--- config.mk ---
export PLATFORM = sky130hd
export DESIGN_NAME = game_engine_gen
export DESIGN_NICKNAME = d
export VERILOG_FILES = /design/src/rtl/game_engine_gen.sv
export SDC_FILE = /design/constraint.sdc
export NUM_CORES = 1
export LEC_CHECK = 0
export CAP_MARGIN = 20
export CORE_AREA = 2 2 129 131
export DETAILED_ROUTE_END_ITERATION = 16
export DIE_AREA = 0 0 131 133
export PLACE_DENSITY = 0.56
export SYNTH_ARGS = -nofsm -noshare
export SYNTH_HDL_FRONTEND = slang
export SYNTH_SLANG_ARGS = --single-unit
--- constraint.sdc ---
create_clock -name clk -period 5.05 [get_ports clk]
set_input_delay 1.01 -clock clk [delete_from_list [all_inputs] [get_ports clk]]
set_output_delay 1.01 -clock clk [all_outputs]
set_load 0.01 [all_outputs]
--- src/rtl/game_engine_gen.sv ---
// Game sequencer for an N-LED GRB strip: PLAY / FLASH / WIN / LOSE with lives,
// level tracking, blink timing and refresh requests toward the strip driver.
module game_engine_gen #(
    parameter int unsigned NUM_LEDS   = 5,
    parameter int unsigned COLOR_W    = 24,
    parameter int unsigned LVL_W      = 3,
    parameter int unsigned MAX_LVL    = 5,
    parameter int unsigned LIVES      = 3,
    parameter int unsigned FLASH_LEN  = 268435456,
    parameter int unsigned BLINK_HALF = 16777216,
    parameter logic [COLOR_W-1:0] WIN_COLOR  = COLOR_W'(24'hFF0000),
    parameter logic [COLOR_W-1:0] LOSE_COLOR = COLOR_W'(24'h00FF00)
) (
    input  logic                            clk,
    input  logic                            reset,
    input  logic                            go_i,
    input  logic                            hit_i,
    input  logic                            cycle_i,
    input  logic [NUM_LEDS*COLOR_W-1:0]     grb_in_i,
    output logic [NUM_LEDS*COLOR_W-1:0]     grb_seq_o,
    output logic                            refresh_o,
    output logic                            run_o,
    output logic [LVL_W-1:0]                lvl_o,
    output logic [$clog2(LIVES+1)-1:0]      lives_o,
    output logic [1:0]                      state_o
);

    localparam int unsigned DATA_W  = NUM_LEDS * COLOR_W;
    localparam int unsigned LIVES_W = $clog2(LIVES + 1);
    localparam int unsigned FCNT_W  = $clog2(FLASH_LEN);
    localparam int unsigned BCNT_W  = (BLINK_HALF > 1) ? $clog2(BLINK_HALF) : 1;

    typedef enum logic [1:0] {
        ST_PLAY  = 2'd0,
        ST_FLASH = 2'd1,
        ST_WIN   = 2'd2,
        ST_LOSE  = 2'd3
    } state_e;

    state_e              state_q, state_d;
    logic [LVL_W-1:0]    lvl_q,   lvl_d;
    logic [LIVES_W-1:0]  lives_q, lives_d;
    logic [FCNT_W-1:0]   fcnt_q,  fcnt_d;
    logic [BCNT_W-1:0]   bcnt_q,  bcnt_d;
    logic                ph_q,    ph_d;
    logic                chg_q,   chg_d;
    logic                go_q;

    logic go_rise;
    logic flash_end;
    logic blinking;
    logic blink_tick;

    assign go_rise    = go_i & ~go_q;
    assign flash_end  = (state_q == ST_FLASH) && (fcnt_q == FCNT_W'(FLASH_LEN - 1));
    assign blinking   = (state_q == ST_FLASH) || (state_q == ST_WIN);
    assign blink_tick = blinking && (bcnt_q == BCNT_W'(BLINK_HALF - 1));

    // State register
    always_ff @(posedge clk) begin
        if (reset) begin
            state_q <= ST_PLAY;
            lvl_q   <= '0;
            lives_q <= LIVES_W'(LIVES);
            fcnt_q  <= '0;
            bcnt_q  <= '0;
            ph_q    <= 1'b0;
            chg_q   <= 1'b0;
            // Follow the button through reset so a press held across it never reads as an edge.
            go_q    <= go_i;
        end else begin
            state_q <= state_d;
            lvl_q   <= lvl_d;
            lives_q <= lives_d;
            fcnt_q  <= fcnt_d;
            bcnt_q  <= bcnt_d;
            ph_q    <= ph_d;
            chg_q   <= chg_d;
            go_q    <= go_i;
        end
    end

    // Next-state, level/lives and timer updates
    always_comb begin
        state_d = state_q;
        lvl_d   = lvl_q;
        lives_d = lives_q;
        fcnt_d  = '0;
        bcnt_d  = '0;
        ph_d    = 1'b0;
        chg_d   = 1'b0;

        unique case (state_q)
            ST_PLAY: begin
                if (lvl_q == LVL_W'(MAX_LVL)) begin
                    state_d = ST_WIN;
                end else if (go_rise) begin
                    state_d = ST_FLASH;
                end
            end
            ST_FLASH: begin
                if (flash_end) begin
                    if (hit_i) begin
                        if (lvl_q != LVL_W'(MAX_LVL)) begin
                            lvl_d = lvl_q + LVL_W'(1);
                        end
                        state_d = ST_PLAY;
                    end else if (lives_q > LIVES_W'(1)) begin
                        lives_d = lives_q - LIVES_W'(1);
                        state_d = ST_PLAY;
                    end else begin
                        lives_d = '0;
                        state_d = ST_LOSE;
                    end
                end else begin
                    fcnt_d = fcnt_q + FCNT_W'(1);
                end
            end
            ST_WIN, ST_LOSE: begin
                if (go_rise) begin
                    lvl_d   = '0;
                    lives_d = LIVES_W'(LIVES);
                    state_d = ST_PLAY;
                end
            end
            default: state_d = ST_PLAY;
        endcase

        chg_d = (state_d != state_q);

        // Blink restarts in the "on" phase whenever a blinking state is entered.
        if (blinking && !chg_d) begin
            if (blink_tick) begin
                bcnt_d = '0;
                ph_d   = ~ph_q;
            end else begin
                bcnt_d = bcnt_q + BCNT_W'(1);
                ph_d   = ph_q;
            end
        end
    end

    // Frame selection toward the strip driver
    always_comb begin
        grb_seq_o = grb_in_i;
        unique case (state_q)
            ST_PLAY:  grb_seq_o = grb_in_i;
            ST_FLASH: grb_seq_o = ph_q ? '0 : grb_in_i;
            ST_WIN:   grb_seq_o = ph_q ? '0 : DATA_W'({NUM_LEDS{WIN_COLOR}});
            ST_LOSE:  grb_seq_o = DATA_W'({NUM_LEDS{LOSE_COLOR}});
            default:  grb_seq_o = grb_in_i;
        endcase
    end

    assign refresh_o = cycle_i | blink_tick | chg_q;
    assign run_o     = (state_q == ST_PLAY);
    assign lvl_o     = lvl_q;
    assign lives_o   = lives_q;
    assign state_o   = state_q;

endmodule

==> results of run 1 <==
## layout make-up
class	instances	area share [%]
clock inverters	5	0.824
repair buffers	256	36.8
diodes	3	0.107
inverters	12	0.645
clock buffers	11	3.62
multi-input cells	386	36.3
well taps	220	3.94
flip-flops and latches	62	17.8
## metal layers
metal  global-route usage (%)  share of wire (%)  wire length, µm  vias to the layer above
met5                        0                  0                0                        -
met4                     6.50                2.7              485                        0
li1                         -                  -                -                     2191
met2                     32.3                 47             8370                      177
met3                     6.39                8.2             1450                       24
met1                     22.6                 42             7350                     2138
## worst reg2reg max path, delay by kind of cell (launching register included)
family | cells | cell delay (ns)
simple gates | 3 | 1.38
flops | 1 | 0.50
compound gates | 2 | 0.37
fa+ha+maj | 1 | 0.26
buf+inv | 1 | 0.17
## synth_stat cells (all sizes together), types with 3 or more instances
| cell type | number |
|---|---|
| a21o | 80 |
| a21oi | 7 |
| and2 | 42 |
| and3 | 4 |
| and4 | 7 |
| buf | 6 |
| clkbuf | 27 |
| dfxtp | 62 |
| ha | 8 |
| inv | 12 |
| nand2 | 23 |
| nand3 | 22 |
| nand4 | 17 |
| nor2 | 47 |
| nor2b | 3 |
| nor3 | 32 |
| nor4 | 8 |
| o21ai | 9 |
| or4 | 4 |
| xnor2 | 17 |
| xor2 | 32 |
## worst min path at each step
| stage | from | end | slack [ns] |
|---|---|---|---|
| 3_3_place_gp | fcnt_q[0] | fcnt_q[0] | 0.45 |
| 6_report | fcnt_q[0] | fcnt_q[0] | 0.47 |
| 2_1_floorplan | fcnt_q[0] | fcnt_q[0] | 0.43 |
| 4_1_cts | fcnt_q[0] | fcnt_q[0] | 0.48 |
| 5_1_grt | bcnt_q[0] | bcnt_q[0] | 0.51 |
| 3_5_place_dp | fcnt_q[0] | fcnt_q[0] | 0.47 |
## cell families (layout without fill, tap and decap cells)
group	count (synthesis)	after routing	share of synthesized area, %
AND/OR/NAND/NOR	217	217	29.8
AO/OA/AOI/OAI	112	112	20.6
flip-flops	62	62	31.4
XOR/XNOR	49	49	10.9
buffers and inverters	45	284	4.79
adder cells (fa/ha/maj)	8	8	2.54
other	0	3	0
## report_power, final
| part | internal [W] | leakage (nW) | switching, W | total, W |
|---|---|---|---|---|
| combinational | 0.000454 | 2.15 | 0.000337 | 0.000792 |
| sequential | 0.000497 | 0.500 | 0.0000111 | 0.000508 |
| clock | 0.000407 | 0.144 | 0.000216 | 0.000624 |
## through the flow
step	power [W]	cells
detailed placement	0.00131	936
CTS	0.00195	952
finish	0.00192	955
global placement	0.00131	936
floorplan	0.000837	493
global route	0.00201	952
## state kept, by name (all words and copies together) (netlist names)
| name | flops |
|---|---|
| fcnt_q | 28 |
| bcnt_q | 24 |
| lvl_o | 3 |
| lives_o | 2 |
| state_o | 2 |
| chg_q | 1 |
| go_q | 1 |
| ph_q | 1 |
==> results.py, run 1 <==
metrics = {
    "route": {
        "vias": 4530,
        "drc": 0,
        "routed_wl_um": 17700,
        "first_iter_violations": 186,
        "drt_pass1_iterations": 4,
        "ant_nets": 0,
        "viasPerCell": 4.74,
        "wire_per_inst_um": 18.5,
    },
    "synth": {
        "synth_cell_type_count": 45,
        "synthFlopType": "dfxtp_1",
        "syn_nets": 626,
        "avgSynthCellArea_um2": 8.01,
        "synth-edff-count": 0,
        "synth_area_leaders": "dfxtp_1 31%, a21o_1 15%, xor2_1 7.1%",
        "yosysTopAreaCellShare_pct": 31.4,
        "seq_area_frac_synth_pct": 31.4,
        "synth_top_cell_by_area": "dfxtp_1",
        "synth_area_mm2": 0.00395,
        "synth_cells": 493,
        "ys_ff_latch": 62,
        "synthArstFlopShare_pct": 0,
        "yosys_warnings": 0,
    },
    "global_route": {
        "grt_pass1_wl_um": 25600,
        "grt_overflow": 0,
        "grt_pass1_vias": 4469,
        "grt_usage_pct": 19.2,
        "grt_antenna_before_repair": 2,
        "grt_max_degree": 61,
    },
    "timing": {
        "worst_slew_pin_slew_ns": 1.01,
        "clock_skew_ns": 0.00729,
        "period_share_pct": 83.9,
        "rsz0062_at_grt": "no",
        "worst_slack_ns": 0.815,
        "holdWs_ns": 0.473,
        "setup_viol": 0,
        "finalHoldViolations": 0,
        "slew_viol_final": 0,
        "tns_ns": 0,
        "slew_headroom_pct": 32.4,
        "fin_crit_ns": 4.24,
        "clock.fmax_mhz": 236,
    },
    "worst_setup_path": {
        "cp_common_cell": "inv_1",
        "slowest_delay_ns": 0.58,
        "path_max_fanout": 36,
        "crit_arrival_ns": 3.23,
        "regToRegSetupSlack_ns": 2.20,
        "path_buf_inv": 4,
        "timing.rr.start": "state_o[0]",
        "worstPathRequired_ns": 4.04,
        "crit_family": "buffers and inverters",
        "critPathLaunch": "state_o[1]",
        "start_kind": "register",
        "worstPathCellList": "inv_1 > ha_1 > inv_1 > o21ai_4 > buf_4 > a21o_1 > clkdlybuf4s50_1",
        "worstSetupPathType": "register to output pin",
        "reg2regPathDepth": 7,
        "cp.depth": 7,
        "end_kind": "output pin",
        "worst_path_max_delay_cell": "o21ai_4",
        "crit_path_end": "grb_seq_o[85]",
        "r2r_end": "bcnt_q[2]",
    },
    "layout": {
        "mostFrequentLayoutCell": "clkdlybuf4s50_1",
        "nNetsFinal": 860,
        "drive_gt1_share_pct": 4.10,
        "final_cell_mix": "253 x clkdlybuf4s50_1, 80 x a21o_1, 62 x dfxtp_1, 46 x nor2_1, 42 x and2_1",
        "multiInputGateArea_mm2": 0.00254,
        "register_area_mm2": 0.00124,
        "fill_cells": 1585,
        "utilization_pct": 43.2,
        "final_area_mm2": 0.00699,
        "syn2layout_area_growth_pct": 77.0,
    },
    "floorplan": {
        "fp.dieW_um": 131,
        "io_pins": 254,
        "coreArea_mm2": 0.0162,
        "rows": 47,
        "die_area_mm2": 0.0174,
        "start_util_pct": 24.4,
        "die_y_um": 133,
    },
    "pwr": {
        "irDropWorstVdd_mv": 0.189,
        "p_per_area_mw_per_mm2": 275,
        "leakagePower_nw": 2.80,
    },
    "clocking": {
        "cts_root_buf": "clkbuf_16",
        "path_clk_slew_ns": 0.05,
        "cts_setup_buffers": 0,
        "cts_tree": "built",
        "ctsLongestPathBuffers": 2,
        "clkSinkCount": 62,
        "ctsHoldBuffers": 0,
        "cts_made_buffers": 9,
        "ctsResizeCount": 0,
        "ctsHtreeMaxLevel": 3,
        "clock_latency_ns": 0.32,
    },
    "placement": {
        "dp_slack_ns": 1.23,
        "place_congestion": 0.913,
        "place_area_mm2": 0.00667,
        "io_buffers": 253,
        "dpl.hpwl_um": 13800,
    },
    "outcome": {
        "outcome": "completed",
    },
    "hold_path": {
        "hold_depth": 1,
        "hp-class": "register to register",
    },
    "flow_run": {
        "maxCapViolCount": 0,
    },
}
No activity file was read; power rests on OpenSTA's default activity.
==> run 2: changes to the inputs <==
Settings changed: PLACE_DENSITY 0.56 to 0.58.
Clock period 5.05 ns to 3.8 ns, I/O delays scaled along.
==> run 2 against run 1 <==
Global-route usage grew 0.72 points. Combinational power grew 33%. Total power grew 36%. Sequential share of layout area shrank 0.11 points. Critical endpoint is now refresh_o. Largest cell class unchanged. Highest routed layer is now met5.
==> results.py, run 2 (synthesis results as in run 1) <==
metrics = {
    "clocking": {
        "clkSinkCount": 62,
        "ctsLongestPathBuffers": 2,
        "ctsHoldBuffers": 0,
        "ctsHtreeMaxLevel": 3,
        "cts_made_buffers": 9,
        "path_clk_slew_ns": 0.05,
        "clock_latency_ns": 0.33,
        "ctsResizeCount": 0,
        "cts_setup_buffers": 0,
        "cts_tree": "built",
        "cts_root_buf": "clkbuf_16",
    },
    "pwr": {
        "p_total_w": 0.00261,
        "leakagePower_nw": 2.83,
        "irDropWorstVdd_mv": 0.186,
        "p_per_area_mw_per_mm2": 371,
    },
    "global_route": {
        "grt_pass1_vias": 4298,
        "grt_max_degree": 121,
        "grt_pass1_wl_um": 25800,
        "grt_usage_pct": 19.9,
        "grt_overflow": 0,
        "grt_antenna_before_repair": 4,
    },
    "floorplan": {
        "coreArea_mm2": 0.0162,
        "die_y_um": 133,
        "io_pins": 254,
        "start_util_pct": 24.4,
        "fp.dieW_um": 131,
        "rows": 47,
        "die_area_mm2": 0.0174,
    },
    "route": {
        "ant_nets": 0,
        "drt_pass1_iterations": 4,
        "viasPerCell": 4.63,
        "wire_per_inst_um": 19.0,
        "drc": 0,
        "first_iter_violations": 309,
        "routed_wl_um": 18200,
        "vias": 4435,
    },
    "worst_setup_path": {
        "start_kind": "register",
        "crit_arrival_ns": 2.82,
        "end_kind": "output pin",
        "path_max_fanout": 5,
        "worstSetupPathType": "register to output pin",
        "worstPathRequired_ns": 3.04,
        "timing.rr.start": "fcnt_q[13]",
        "reg2regPathDepth": 5,
        "critPathLaunch": "bcnt_q[0]",
    },
    "layout": {
        "mostFrequentLayoutCell": "clkdlybuf4s50_1",
        "largest_register": "fcnt_q",
        "fill_cells": 1571,
        "nNetsFinal": 863,
        "largest_register_ffs": 28,
        "final_cell_mix": "253 x clkdlybuf4s50_1, 80 x a21o_1, 62 x dfxtp_1, 47 x nor2_1, 42 x and2_1",
        "syn2layout_area_growth_pct": 78.1,
        "utilization_pct": 43.5,
        "drive_gt1_share_pct": 4.35,
        "final_area_mm2": 0.00703,
    },
    "timing": {
        "slew_headroom_pct": 31.6,
        "finalHoldViolations": 0,
        "rsz0062_at_grt": "no",
        "clock.fmax_mhz": 279,
        "tns_ns": 0,
        "slew_viol_final": 0,
        "fin_crit_ns": 3.58,
        "clock_skew_ns": 0.00656,
        "period_share_pct": 94.2,
        "worst_slack_ns": 0.221,
        "worst_slew_pin_slew_ns": 1.02,
        "setup_viol": 0,
    },
    "flow_run": {
        "maxCapViolCount": 0,
    },
    "outcome": {
        "outcome": "completed",
    },
    "hold_path": {
        "hp-class": "register to register",
        "min-delay-start": "fcnt_q[0]",
        "hold_depth": 1,
    },
    "placement": {
        "dpl.hpwl_um": 14400,
        "io_buffers": 253,
        "place_congestion": 0.857,
        "dp_slack_ns": 0.588,
        "place_area_mm2": 0.00669,
    },
}
[run 2: cell count changes in the layout (fill, tap and decap cells not counted)]
cell and delta:
nor2_2 -1, clkinv_2 +1, nor2_1 +1, bufinv_16 +1, clkinvlp_4 -1, clkbuf_8 -1
clkbuf_2 +1, buf_12 +1, buf_4 +1
[run 2: cell type report]
type                            count  area (µm²)  area share, %
Clock buffer                       10         239           3.40
Timing Repair Buffer              259        2600           37.0
Antenna cell                        3        7.51          0.107
Sequential cell                    62        1240           17.7
Inverter                           12        45.0          0.641
Clock inverter                      6        85.1           1.21
Multi-Input combinational cell    386        2540           36.1
Tap cell                          220         275           3.92
[run 2: final timing paths]
check / to / slack, ns
worst max-delay path: refresh_o / 0.22
worst max register to register: fcnt_q[5] / 1.21
worst min register to register: fcnt_q[0] / 0.46
worst min-delay path: fcnt_q[0] / 0.46
[run 2: metrics by stage]
step	std cells	hold WS [ns]
6_report	958	0.457
5_1_grt	956	0.487
4_1_cts	954	0.464
3_5_place_dp	938	0.451
3_3_place_gp	938	0.443
2_1_floorplan	493	0.430
[run 2: worst max-delay path: stages, from the launching register on]
cell	delay, ns
dfxtp_1	0.38
ha_1	0.28
inv_1	0.08
or4_1	0.56
or4_4	0.56
nand2_1	0.10
clkdlybuf4s50_1	0.53
[run 2: power by group]
part | total (W) | internal, W | switching, W
logic | 0.00105 | 0.000601 | 0.000444
registers | 0.000674 | 0.000661 | 0.0000131
clock network | 0.000891 | 0.000589 | 0.000302
[run 2: routing by layer]
layer	share of wire [%]	GRT usage, %
met1	41	22.7
met2	48	33.6
met3	8.2	7.56
met4	3.2	7.21
met5	0.060	0
